===== src/rtl/pkt_dmux_n.sv =====
// pkt_dmux_n: classifies each packet on the 134-bit metadata/packet bus from
// its first two beats and replicates it onto a masked subset of N_OUT channels.
// Beats pass through a two-stage buffer (b1 -> b0) and a registered output
// stage, so a beat sampled on edge k is presented on out_data after edge k+2.
module pkt_dmux_n #(
  parameter int          DW        = 134,
  parameter int          N_OUT     = 4,
  parameter logic [15:0] PTP_ETYPE = 16'h88F7
) (
  input  logic             clk,
  input  logic             rst_n,
  input  logic             pktin_data_wr,
  input  logic [DW-1:0]    pktin_data,
  input  logic             pktin_data_valid,
  input  logic             pktin_data_valid_wr,
  output logic             pktin_ready,
  output logic [N_OUT-1:0] out_data_wr,
  output logic [DW-1:0]    out_data,
  output logic             out_data_valid,
  output logic [N_OUT-1:0] out_data_valid_wr,
  input  logic [N_OUT-1:0] out_alf,
  input  logic [47:0]      device_mac,
  input  logic [1:0]       device_role,
  input  logic [N_OUT-1:0] cfg_local_mask,
  input  logic [N_OUT-1:0] cfg_fwd_mask,
  input  logic [N_OUT-1:0] cfg_nonptp_mask,
  output logic [31:0]      drop_cnt,
  output logic [15:0]      err_cnt
);

  localparam logic [1:0] TAG_HEAD = 2'b01;
  localparam logic [1:0] TAG_TAIL = 2'b10;

  // Input-side packet tracking: HDR waits for the classifying beat,
  // FWD/DROP accept the body until the tail has entered.
  typedef enum logic [1:0] {S_IDLE, S_HDR, S_FWD, S_DROP} state_t;

  state_t r_state, w_state_next;

  logic [DW-1:0]    r_b0_data, r_b1_data;
  logic             r_b0_v, r_b1_v;
  logic             r_b0_tail, r_b1_tail;
  logic             r_b0_good, r_b1_good;
  logic [N_OUT-1:0] r_b0_mask, r_b1_mask;
  logic [N_OUT-1:0] r_sel_mask;

  logic [N_OUT-1:0] r_out_wr, r_out_vwr;
  logic [DW-1:0]    r_out_data;
  logic             r_out_valid;
  logic [31:0]      r_drop_cnt;
  logic [15:0]      r_err_cnt;

  logic [1:0]       w_tag_in;
  logic [47:0]      w_dmac;
  logic [15:0]      w_etype, w_ptype;
  logic             w_is_local, w_is_bcast;
  logic [N_OUT-1:0] w_cls_mask;
  logic             w_take, w_abort, w_classify;
  logic             w_emit;
  logic [N_OUT-1:0] w_ch_wr, w_ch_vwr;
  logic             w_unused_role;

  assign pktin_ready   = ~|out_alf;
  assign w_tag_in      = pktin_data[DW-1:DW-2];
  assign w_dmac        = pktin_data[127:80];
  assign w_etype       = pktin_data[31:16];
  assign w_ptype       = pktin_data[15:0];
  assign w_is_local    = (w_dmac == device_mac);
  assign w_is_bcast    = (w_dmac == 48'hFFFF_FFFF_FFFF);
  assign w_unused_role = device_role[0];

  // Class mask derived from the beat that follows the metadata head.
  always_comb begin
    w_cls_mask = '0;
    if (w_etype != PTP_ETYPE) begin
      w_cls_mask = cfg_nonptp_mask;
    end else if (device_role[1]) begin
      if (w_is_local && (w_ptype == 16'h0301 || w_ptype == 16'h0401))
        w_cls_mask = cfg_local_mask;
      else if (w_is_bcast)
        w_cls_mask = cfg_local_mask | cfg_fwd_mask;
      else
        w_cls_mask = cfg_fwd_mask;
    end else if (w_is_local || w_is_bcast) begin
      w_cls_mask = cfg_local_mask;
    end
  end

  // Next-state and beat acceptance; a missing beat before the tail aborts.
  always_comb begin
    w_state_next = r_state;
    w_take       = 1'b0;
    w_abort      = 1'b0;
    w_classify   = 1'b0;
    case (r_state)
      S_IDLE: begin
        if (pktin_data_wr && w_tag_in == TAG_HEAD && pktin_ready) begin
          w_take       = 1'b1;
          w_state_next = S_HDR;
        end
      end
      S_HDR: begin
        if (pktin_data_wr) begin
          w_take     = 1'b1;
          w_classify = 1'b1;
          if (w_tag_in == TAG_TAIL)
            w_state_next = S_IDLE;
          else if (w_cls_mask == '0)
            w_state_next = S_DROP;
          else
            w_state_next = S_FWD;
        end else begin
          w_abort      = 1'b1;
          w_state_next = S_IDLE;
        end
      end
      default: begin
        if (pktin_data_wr) begin
          w_take = 1'b1;
          if (w_tag_in == TAG_TAIL)
            w_state_next = S_IDLE;
        end else begin
          w_abort      = 1'b1;
          w_state_next = S_IDLE;
        end
      end
    endcase
  end

  // On abort only a completed previous packet's tail may still leave b0;
  // beats of the aborted packet that are still buffered are discarded.
  assign w_emit = r_b0_v & (~w_abort | r_b0_tail);

  genvar gi;
  generate
    for (gi = 0; gi < N_OUT; gi++) begin : g_ch
      assign w_ch_wr[gi]  = w_emit & r_b0_mask[gi];
      assign w_ch_vwr[gi] = w_emit & r_b0_tail & r_b0_mask[gi];
    end
  endgenerate

  // State register.
  always_ff @(posedge clk or negedge rst_n) begin
    if (!rst_n) r_state <= S_IDLE;
    else        r_state <= w_state_next;
  end

  // Beat buffer: shifts every cycle; the head picks up its mask as it
  // moves into b0, on the same edge that classifies the packet.
  always_ff @(posedge clk or negedge rst_n) begin
    if (!rst_n) begin
      r_b1_v    <= 1'b0;
      r_b1_data <= '0;
      r_b1_tail <= 1'b0;
      r_b1_good <= 1'b0;
      r_b1_mask <= '0;
      r_b0_v    <= 1'b0;
      r_b0_data <= '0;
      r_b0_tail <= 1'b0;
      r_b0_good <= 1'b0;
      r_b0_mask <= '0;
    end else begin
      r_b1_v    <= w_take;
      r_b1_data <= w_take ? pktin_data : '0;
      r_b1_tail <= w_take && (w_tag_in == TAG_TAIL);
      r_b1_good <= w_take && (w_tag_in == TAG_TAIL) && pktin_data_valid_wr && pktin_data_valid;
      r_b1_mask <= w_classify ? w_cls_mask : r_sel_mask;
      if (w_abort) begin
        r_b0_v    <= 1'b0;
        r_b0_data <= '0;
        r_b0_tail <= 1'b0;
        r_b0_good <= 1'b0;
        r_b0_mask <= '0;
      end else begin
        r_b0_v    <= r_b1_v;
        r_b0_data <= r_b1_data;
        r_b0_tail <= r_b1_tail;
        r_b0_good <= r_b1_good;
        r_b0_mask <= w_classify ? w_cls_mask : r_b1_mask;
      end
    end
  end

  // Selection mask is held from classification until the next one.
  always_ff @(posedge clk or negedge rst_n) begin
    if (!rst_n)          r_sel_mask <= '0;
    else if (w_classify) r_sel_mask <= w_cls_mask;
  end

  // Registered outputs; data bus forced to zero whenever no strobe is up.
  always_ff @(posedge clk or negedge rst_n) begin
    if (!rst_n) begin
      r_out_wr    <= '0;
      r_out_vwr   <= '0;
      r_out_data  <= '0;
      r_out_valid <= 1'b0;
    end else begin
      r_out_wr    <= w_ch_wr;
      r_out_vwr   <= w_ch_vwr;
      r_out_data  <= (|w_ch_wr) ? r_b0_data : '0;
      r_out_valid <= (|w_ch_vwr) ? r_b0_good : 1'b0;
    end
  end

  // Saturating drop (empty mask) and abort counters.
  always_ff @(posedge clk or negedge rst_n) begin
    if (!rst_n) begin
      r_drop_cnt <= '0;
      r_err_cnt  <= '0;
    end else begin
      if (w_classify && w_cls_mask == '0 && r_drop_cnt != 32'hFFFF_FFFF)
        r_drop_cnt <= r_drop_cnt + 32'd1;
      if (w_abort && r_err_cnt != 16'hFFFF)
        r_err_cnt <= r_err_cnt + 16'd1;
    end
  end

  assign out_data_wr       = r_out_wr;
  assign out_data_valid_wr = r_out_vwr;
  assign out_data          = r_out_data;
  assign out_data_valid    = r_out_valid;
  assign drop_cnt          = r_drop_cnt;
  assign err_cnt           = r_err_cnt;

endmodule

===== config.mk =====
export PLATFORM = sky130hd
export DESIGN_NAME = pkt_dmux_n
export DESIGN_NICKNAME = d
export VERILOG_FILES = /design/src/rtl/pkt_dmux_n.sv
export SDC_FILE = /design/constraint.sdc
export NUM_CORES = 1
export LEC_CHECK = 0
export CORE_ASPECT_RATIO = 1.2
export CORE_MARGIN = 2
export CORE_UTILIZATION = 55
export CTS_BUF_LIST = sky130_fd_sc_hd__clkbuf_8
export DETAILED_ROUTE_END_ITERATION = 7
export PLACE_DENSITY = 0.87
export SKIP_CTS_REPAIR_TIMING = 1
export SYNTH_ARGS = -nofsm -noshare
export SYNTH_HDL_FRONTEND = slang
export SYNTH_SLANG_ARGS = --single-unit

===== constraint.sdc =====
create_clock -name clk -period 4.2 [get_ports clk]
set_input_delay 1.05 -clock clk [delete_from_list [all_inputs] [get_ports clk]]
set_output_delay 1.05 -clock clk [all_outputs]
set_load 0.005 [all_outputs]

==> results.txt <==
status -> complete, no violations
H-tree level count -> 3
die area -> 0.0321 mm²
Mapped Cells -> 1,268
Slew Viols, Final -> 0
Reg2Reg Setup Slack -> 1330 ps
CTS Root Cell -> clkbuf_8
number of distinct library cells after synthesis -> 45
main flop type after synthesis -> dfrtp_1
global route overflow -> 0
WS Path Type -> input port to flip-flop
Layout area overhead -> 37.0%
Worst Tran Pin Value -> 939 ps
number of flops mapped to enable cells by yosys -> 0
r2r endpoint -> drop_cnt[14]
number of CTS-inserted buffers -> 70
ANT nets after route -> 0
Initial DRC Count -> 655
detail-routed via count per cell -> 5.21
maximum VDD drop -> 0.000242 V
first-pass GRT wire length -> 65,300 µm
area share of the largest cell type after synthesis -> 0.703
final critical-path required period -> 4090 ps
most instantiated library cell after synthesis -> dfrtp_1
clock-pin transition on the worst setup and hold timing paths -> 60 ps
TritonCTS Sinks -> 475
Filler cells -> 1,775
max-cap violations -> 0
Post-synth top cells -> 475 x dfrtp_1, 145 x and2_1, 142 x and3_1
Chip Width -> 164 µm
final WL -> 43,000 µm
chip height -> 196 µm
core area -> 0.0304 mm²
routed length per instance -> 19.6 µm
Post-Syn Area per Cell -> 13.3 µm²
GPL Wtd Cong -> 0.909
R2R Path Start -> drop_cnt[7]
row cnt -> 70
Max-Slew Margin vs Limit -> 0.374
Final Cycle Share -> 0.974
Data required, critical path -> 4710 ps
sequential fraction of the synthesis area -> 0.703
RSZ-0062 raised after global routing -> no
Worst Setup SP -> device_mac[19]
IO buf count -> 395
TritonCTS clock tree -> done
R2R cell count -> 9
layout cells sized above 1 -> 0.114
leak pwr -> 0.0114 µW
#FFs+latches synth -> 475
yosys warns -> 0
Worst setup SP type -> input port
setup violators final -> 0
Pre-antenna DRT Iters -> 4
syn nets -> 1,475
Clk Latency, worst-skew pair -> 590 ps
Final TNS setup -> 0 ps
Synth area leader -> dfrtp_1
DRC -> 0
worst endpoint data arrival time -> 4600 ps
CP max FO -> 7
Final Net Count -> 1,947
number of global-route vias before repair -> 12,100
Hold Crit Class -> flip-flop to flip-flop
top achievable clock speed -> 245 MHz
largest net degree at the start of global routing -> 115
min setup slack post-route -> 110 ps
crit path capture -> drop_cnt[18]
Finished Layout Cells -> 2,194
Fin. Hold Viols -> 0
Worst Setup End Kind -> flip-flop
placed insts -> 2,064
async set or reset register ratio after synthesis -> 1.00
Setup WS pre-CTS -> -491 ps
Vias -> 11,400
Overall Global Routing Usage -> 0.270
Ports -> 397
top cells by area, synth -> dfrtp_1 70%, and2_1 5.4%, and3_1 5.3%
initial antenna violation count -> 8
Mapped Area -> 0.0169 mm²
Starting Density -> 0.556
Worst Skew -> 30.6 ps
post-detail-place hpwl -> 29,300 µm
power per cell area -> 380 mW/mm²
maximum clock path buffer count -> 3
[layer usage]
layer  routed length [µm]  GRT usage  part of all wire
met1                15700      0.316              0.36
met2                22300      0.458              0.52
met3                 3120     0.0691             0.073
met4                 1990      0.140             0.046
met5                    7          0           0.00016
[cells by family after synthesis]
group	share of synthesized area
AND/OR/NAND/NOR	0.213
XOR/XNOR	0.0487
AO/OA/AOI/OAI	0.0108
multiplexers	0.00193
flip-flops	0.703
adder cells (fa/ha/maj)	0.00148
buffers and inverters	0.0201
[critical path, stage by stage]
cell             delay, ps
clkdlybuf4s50_1        460
xor2_1                 190
nor4_2                 330
buf_4                  180
nand4_1                210
buf_4                  220
or4b_1                 610
a21boi_1               180
o21ai_1                150
or3_1                  400
buf_4                  190
nor4_2                 250
xor2_1                 180
[layout by cell type (no fill, tap or decap), types with 5 or more instances in the layout]
master	synthesis	final
nor4_2	10	9
nor3_2	7	7
clkbuf_8	0	90
nor2_1	29	29
xor2_1	71	71
and2_1	145	145
inv_1	16	36
nor3_1	10	10
diode_2	0	7
nand3_1	11	11
clkdlybuf4s50_1	0	393
clkinv_2	0	7
buf_4	0	66
nand2_1	31	31
nor2b_1	135	135
dfrtp_1	475	475
and4_1	5	5
xnor2_1	23	23
nor4_1	19	19
nand4_1	26	26
and3_1	142	142
buf_12	0	8
[how the worst min path moves through the flow]
stage | start | to | slack (ps) | cells past startpoint
5_1_grt | r_b1_data[4] | r_b0_data[4] | 460 | 1
2_1_floorplan | r_b1_data[0] | r_b0_data[0] | 430 | 1
3_3_place_gp | r_b1_data[25] | r_b0_data[25] | 430 | 1
6_report | r_b1_data[4] | r_b0_data[4] | 430 | 1
3_5_place_dp | r_b1_data[33] | r_b0_data[33] | 430 | 1
4_1_cts | r_b1_data[4] | r_b0_data[4] | 430 | 1
[cell type report]
| type | instances | area (µm²) | share of cell area |
|---|---|---|---|
| flip-flops and latches | 475 | 11900 | 0.513 |
| multi-input cells | 709 | 4690 | 0.203 |
| repair buffers | 468 | 4600 | 0.199 |
| clock buffers | 90 | 1240 | 0.0535 |
| well taps | 396 | 495 | 0.0214 |
| clock inverters | 33 | 158 | 0.00681 |
| inverters | 16 | 60.1 | 0.00259 |
| diodes | 7 | 17.5 | 0.000757 |
[report_power, final]
group	switching, µW	internal (µW)	leakage [µW]
Combinational	252	275	0.00400
Clock	1700	1930	0.000791
Sequential	18.7	4610	0.00658
[per-stage QoR]
step                      utilization  power, µW  hold slack (ps)  instance area [µm²]
after floorplan                     -       4810              428                16900
after global placement          0.715       5220              429                21700
after detailed placement        0.715       5240              432                21700
after CTS                       0.761       8880              435                23100
after global routing            0.762       9140              457                23100
final                           0.762       8790              429                23200
[registers in the layout, indices dropped and copies added (netlist names), 2 cells and up]
register           count
out_data_valid_wr      4
out_data_wr            4
out_data             134
r_sel_mask             4
r_b0_mask              4
r_b1_data            134
r_state                2
r_b0_data            134
drop_cnt              32
err_cnt               16
No activity file was read; power rests on OpenSTA's default activity.
